--- config.mk ---
export PLATFORM = sky130hd
export DESIGN_NAME = pipeline_ctrl
export DESIGN_NICKNAME = d
export VERILOG_FILES = /design/src/rtl/pipeline_ctrl.sv
export SDC_FILE = /design/constraint.sdc
export NUM_CORES = 1
export LEC_CHECK = 0
export ABC_AREA = 1
export CORE_ASPECT_RATIO = 1.1
export CORE_MARGIN = 2
export CORE_UTILIZATION = 34
export CTS_BUF_LIST = sky130_fd_sc_hd__clkbuf_4 sky130_fd_sc_hd__clkbuf_8
export DETAILED_ROUTE_END_ITERATION = 6
export GPL_TIMING_DRIVEN = 0
export PLACE_DENSITY = 0.75
export REMOVE_ABC_BUFFERS = 1
export SLEW_MARGIN = 20
export SYNTH_ARGS = -nofsm -noshare
export SYNTH_HDL_FRONTEND = slang
export SYNTH_SLANG_ARGS = --single-unit
--- constraint.sdc ---
create_clock -name clk -period 1.3 [get_ports clk]
set_input_delay 0.13 -clock clk [delete_from_list [all_inputs] [get_ports clk]]
set_output_delay 0.13 -clock clk [all_outputs]
set_load 0.01 [all_outputs]
--- src/rtl/pipeline_ctrl.sv ---
// Hazard/sequencing controller for the 5-stage pipeline: stall/flush, EX forwarding, dmem wait FSM.
// Optional performance counters are enabled with `define PIPE_PERF_CNT_EN.
module pipeline_ctrl #(
    parameter int REG_ADDR_W  = 5,
    parameter int MEM_TIMEOUT = 255
) (
    input  logic                  clk,
    input  logic                  rst,
    input  logic [REG_ADDR_W-1:0] id_rs1,
    input  logic [REG_ADDR_W-1:0] id_rs2,
    input  logic [REG_ADDR_W-1:0] ex_rs1,
    input  logic [REG_ADDR_W-1:0] ex_rs2,
    input  logic [REG_ADDR_W-1:0] ex_rd,
    input  logic                  ex_reg_write,
    input  logic [1:0]            ex_result_src,
    input  logic                  ex_branch_taken,
    input  logic                  mem_valid,
    input  logic                  mem_access,
    input  logic [REG_ADDR_W-1:0] mem_rd,
    input  logic                  mem_reg_write,
    input  logic [REG_ADDR_W-1:0] wb_rd,
    input  logic                  wb_reg_write,
    input  logic                  dmem_ready,
    output logic                  dmem_req,
    output logic                  stall_if,
    output logic                  stall_id,
    output logic                  stall_ex,
    output logic                  stall_mem,
    output logic                  flush_id,
    output logic                  flush_ex,
    output logic                  flush_wb,
    output logic [1:0]            fwd_a,
    output logic [1:0]            fwd_b,
    output logic                  mem_timeout,
    output logic [31:0]           perf_cycles,
    output logic [31:0]           perf_stalls,
    output logic [31:0]           perf_flushes
);

    typedef enum logic [1:0] {
        MEM_IDLE = 2'd0,
        MEM_WAIT = 2'd1,
        MEM_ERR  = 2'd2
    } mem_state_t;

    mem_state_t  state;
    logic [15:0] wait_cnt;
    logic        mem_stall;
    logic        load_use;
    logic        branch;

    always_ff @(posedge clk) begin
        if (rst) begin
            state    <= MEM_IDLE;
            wait_cnt <= 16'd0;
        end else begin
            case (state)
                MEM_IDLE: begin
                    if (mem_valid && mem_access && !dmem_ready) begin
                        state    <= MEM_WAIT;
                        wait_cnt <= 16'd1;
                    end
                end
                MEM_WAIT: begin
                    if (dmem_ready) begin
                        state    <= MEM_IDLE;
                        wait_cnt <= 16'd0;
                    end else if (wait_cnt == 16'(MEM_TIMEOUT)) begin
                        state <= MEM_ERR;
                    end else begin
                        wait_cnt <= wait_cnt + 16'd1;
                    end
                end
                MEM_ERR: state <= MEM_ERR;
                default: begin
                    state    <= MEM_IDLE;
                    wait_cnt <= 16'd0;
                end
            endcase
        end
    end

    assign mem_timeout = (state == MEM_ERR);

    // A pending access that misses in IDLE already holds MEM, so it stalls too.
    assign mem_stall = (state == MEM_WAIT) || (state == MEM_ERR) ||
                       ((state == MEM_IDLE) && mem_valid && mem_access && !dmem_ready);

    assign dmem_req = (state == MEM_WAIT) || ((state == MEM_IDLE) && mem_valid && mem_access);

    assign load_use = (ex_result_src == 2'b01) && ex_reg_write && (ex_rd != '0) &&
                      ((ex_rd == id_rs1) || (ex_rd == id_rs2));

    assign branch = ex_branch_taken && !mem_stall;

    assign stall_if  = mem_stall || (!mem_stall && load_use && !ex_branch_taken);
    assign stall_id  = stall_if;
    assign stall_ex  = mem_stall;
    assign stall_mem = mem_stall;
    assign flush_id  = branch;
    assign flush_ex  = !mem_stall && (ex_branch_taken || load_use);
    assign flush_wb  = mem_stall;

    function automatic logic [1:0] fwd_sel(
        input logic [REG_ADDR_W-1:0] rs,
        input logic                  m_we,
        input logic [REG_ADDR_W-1:0] m_rd,
        input logic                  w_we,
        input logic [REG_ADDR_W-1:0] w_rd
    );
        if (m_we && (m_rd != '0) && (m_rd == rs))
            return 2'b10;
        else if (w_we && (w_rd != '0) && (w_rd == rs))
            return 2'b01;
        else
            return 2'b00;
    endfunction

    assign fwd_a = fwd_sel(ex_rs1, mem_reg_write, mem_rd, wb_reg_write, wb_rd);
    assign fwd_b = fwd_sel(ex_rs2, mem_reg_write, mem_rd, wb_reg_write, wb_rd);

`ifdef PIPE_PERF_CNT_EN
    always_ff @(posedge clk) begin
        if (rst) begin
            perf_cycles  <= 32'd0;
            perf_stalls  <= 32'd0;
            perf_flushes <= 32'd0;
        end else begin
            perf_cycles <= perf_cycles + 32'd1;
            if (stall_if)
                perf_stalls <= perf_stalls + 32'd1;
            if (branch)
                perf_flushes <= perf_flushes + 32'd1;
        end
    end
`else
    assign perf_cycles  = 32'd0;
    assign perf_stalls  = 32'd0;
    assign perf_flushes = 32'd0;
`endif

endmodule

==> key figures <==
Timing
  • Slew Viols, Final: 0
  • Tcrit/Tclk final: 1.18
  • Final WS setup: -231 ps
  • Final hold violations: 0
  • Fmax: 0.653 GHz
  • Setup TNS: -4160 ps
  • Post-layout min period: ~1500 ps
  • Setup-failing EPs final: 27
  • Clock Skew: 3.27 ps
  • RSZ-0062 raised after global routing: yes
  • Worst hold margin: approximately 340 ps

Synthesis
  • Syn Area/Cell: 6.64 µm²
  • Top cells by area, synth: buf_4 31%, dfxtp_1 15%, nand2_1 9.4%
  • Post-synthesis cell area: about 2400 µm²
  • Share of flip-flops with an asynchronous set or reset: 0
  • Synth area leader: buf_4
  • Yosys reg bits: 18
  • Seq/Total Area, Yosys: 0.149
  • Post-synth EDFFs: 0
  • Synth warn: 0
  • Ys flop type: dfxtp_1
  • Post-synth top area share: 0.307
  • Post-Synthesis Cells: approximately 370
  • Count of cell types in the netlist: 29

Place
  • HPWL Detailed: 3.95 mm
  • Setup Slack @ Placement: -820 ps
  • Count of input and output buffers: 58
  • RePlAce Congestion: 0.815

Critical path
  • Largest stage delay, worst path: between 300 and 400 ps
  • CP cell instances: inv_2 > ha_4 > inv_2 > nor2_2 > a21oi_2 > buf_4 > o21ai_2 > buf_2
  • WP buf/inv: 4
  • WP data required: approximately 1200 ps
  • CP max-delay cell: dfxtp_2
  • Worst setup SP type: flip-flop
  • CP endpoint: stall_if
  • Number of stages on the worst setup path: 8
  • R2r worst-path depth: 9
  • Top cell family by delay on the critical path: buffers and inverters
  • CP arrival: 1400 ps
  • Critical Path Fanout Max: 3
  • Cell mode on critical path: inv_2
  • RR Endpoint: wait_cnt[14]
  • Setup crit end kind: primary output
  • FF-to-FF setup slack: -170 ps
  • Crit path launch: state[0]
  • Reg-to-Reg Start: wait_cnt[3]
  • Kind of critical path: reg2out

Pwr
  • Pwr Density: 621 nW/µm²
  • Worst IR Drop VDD: about 320 µV
  • Power Total: roughly 0.0019 W
  • LEAKAGE: approximately 1.5 nW

Routing
  • WL final: 5.56 mm
  • Drt pass-1 iters: 4
  • Drt initial violations: 94
  • DRT antenna net count: 0
  • Via count: 2274
  • Detailed-route DRC error count: 0
  • DR vias/cell: 4.30
  • Routed length per instance: between 10 and 15 µm

Die
  • DIE HEIGHT: 92.6 µm
  • DIE WIDTH: 84.5 µm
  • Initial core utilization: 0.348
  • # rows: 32
  • IO Pins: 155
  • Die area: approximately 7800 µm²
  • Core Region: 6970 µm²

Global route
  • First-pass GRT wire length: 8.11 mm
  • Largest net degree at the start of global routing: 14
  • Number of global-route vias before repair: about 2100
  • Remaining global-route overflow: 0
  • Global router's overall resource usage: 0.124
  • Initial antenna violation count: 0

Clock network
  • CTS max path bufs: 2
  • Clk pin slew, worst setup/hold paths: 70 ps
  • CTS H-Tree Depth: 1
  • Clock Root Buffer: clkbuf_8
  • Clock tree from TritonCTS: yes
  • Clk sinks: 18
  • Later-pin clock latency in the skew report: 260 ps
  • Number of buffers created by CTS: 3

Run status
  • Status: finished, violations left
  • Failing checks: negative setup slack

Cells and area
  • Post-layout util: 0.438
  • # diodes: 0
  • Final net count: approximately 500
  • Area growth syn-to-layout: 26.0%
  • Layout cells sized above 1: 0.255

Job
  • Maxcap violations: 0

Min path
  • Hold crit path type: in2reg
[cells in the final DEF, fill, tap and decap left out, types with 4 or more instances in the layout]
cell type,instances
nand4_1,5
buf_2,12
inv_2,8
nand2_1,52
xor2_1,16
xnor2_1,11
nand2_2,10
dfxtp_2,5
nor2_1,49
nand3_2,8
clkbuf_2,8
nand3_1,13
o21ai_2,5
dfxtp_1,13
buf_4,15
a21oi_1,5
clkdlybuf4s50_1,14
inv_1,25
dlygate4sd2_1,12
a21oi_2,5
conb_1,96
clkbuf_8,4
buf_6,5
clkdlybuf4s15_1,10
[power breakdown]
group / switching (W) / total [W] / internal (W)
sequential: 0.0000109 / 0.000574 / 0.000563
combinational: 0.000498 / 0.000837 / 0.000339
clock: 0.000216 / 0.000486 / 0.000270
[state kept, by name, indices dropped and copies added (netlist names)]
name	count
wait_cnt	16
state	2
[worst min-delay path by stage]
stage	startpoint	to	cells after the start
after detailed placement	wait_cnt[1]	wait_cnt[1]	2
after global placement	wait_cnt[1]	wait_cnt[1]	2
after CTS	wait_cnt[10]	wait_cnt[10]	2
after floorplan	rst	state[0]	1
after global routing	dmem_ready	wait_cnt[2]	4
final	dmem_ready	wait_cnt[2]	4
[cell type report]
type	count	area, µm²
Fill cell	696	3910
Multi-Input combinational cell	305	1690
Timing Repair Buffer	80	679
Sequential cell	18	367
Inverter	36	148
Tap cell	85	106
Clock buffer	4	55.1
Timing Repair inverter	1	6.26
[cells in the mapped netlist, types with 7 or more instances]
| cell type | instances |
|---|---|
| nand2_1 | 61 |
| nand3_1 | 14 |
| buf_4 | 99 |
| nand3_2 | 7 |
| nor2_1 | 52 |
| inv_1 | 32 |
| dfxtp_1 | 18 |
| xnor2_1 | 12 |
| xor2_1 | 17 |
| a21oi_1 | 10 |
[cells by family after synthesis]
logic type	share of synthesized area
xor+xnor	0.105
buf+inv	0.374
simple gates	0.302
compound gates	0.0433
fa+ha+maj	0.0258
other cells	0.00155
flops	0.149
[through the flow]
step | instances | area (µm²)
after floorplan | 358 | 2010
after global placement | 501 | 2700
after detailed placement | 501 | 2700
after CTS | 524 | 2950
after global routing | 529 | 3050
final | 529 | 3050
[metal layers]
layer  routed length, µm  vias up  global-route usage  part of all wire
met2                3020      126               0.235              0.54
li1                    -     1095                   -                 -
met5                   0        -                   0                 0
met1                1910     1038               0.126              0.34
met4                 158        0              0.0675             0.028
met3                 469       15              0.0223             0.084
[worst reg2reg max path, cell delays in order, from the launching register on]
cell and delay, ps:
dfxtp_1 450, inv_1 110, nor2_2 170, nand3_1 100, nor2_1 190, nand3_2 110, nand2_2 100, nand2_1 60
nand2_1 50, inv_1 40
[timing repair]
action | in CTS | in global routing
buffers inserted | 18 | 4
hold buffers | 0 | 0
pin swaps | 21 | 21
cloned | 1 | 1
gates resized for setup | 126 | 47
endpoints found under the setup margin | 31 | 31
(Power assumes the default switching activity.)
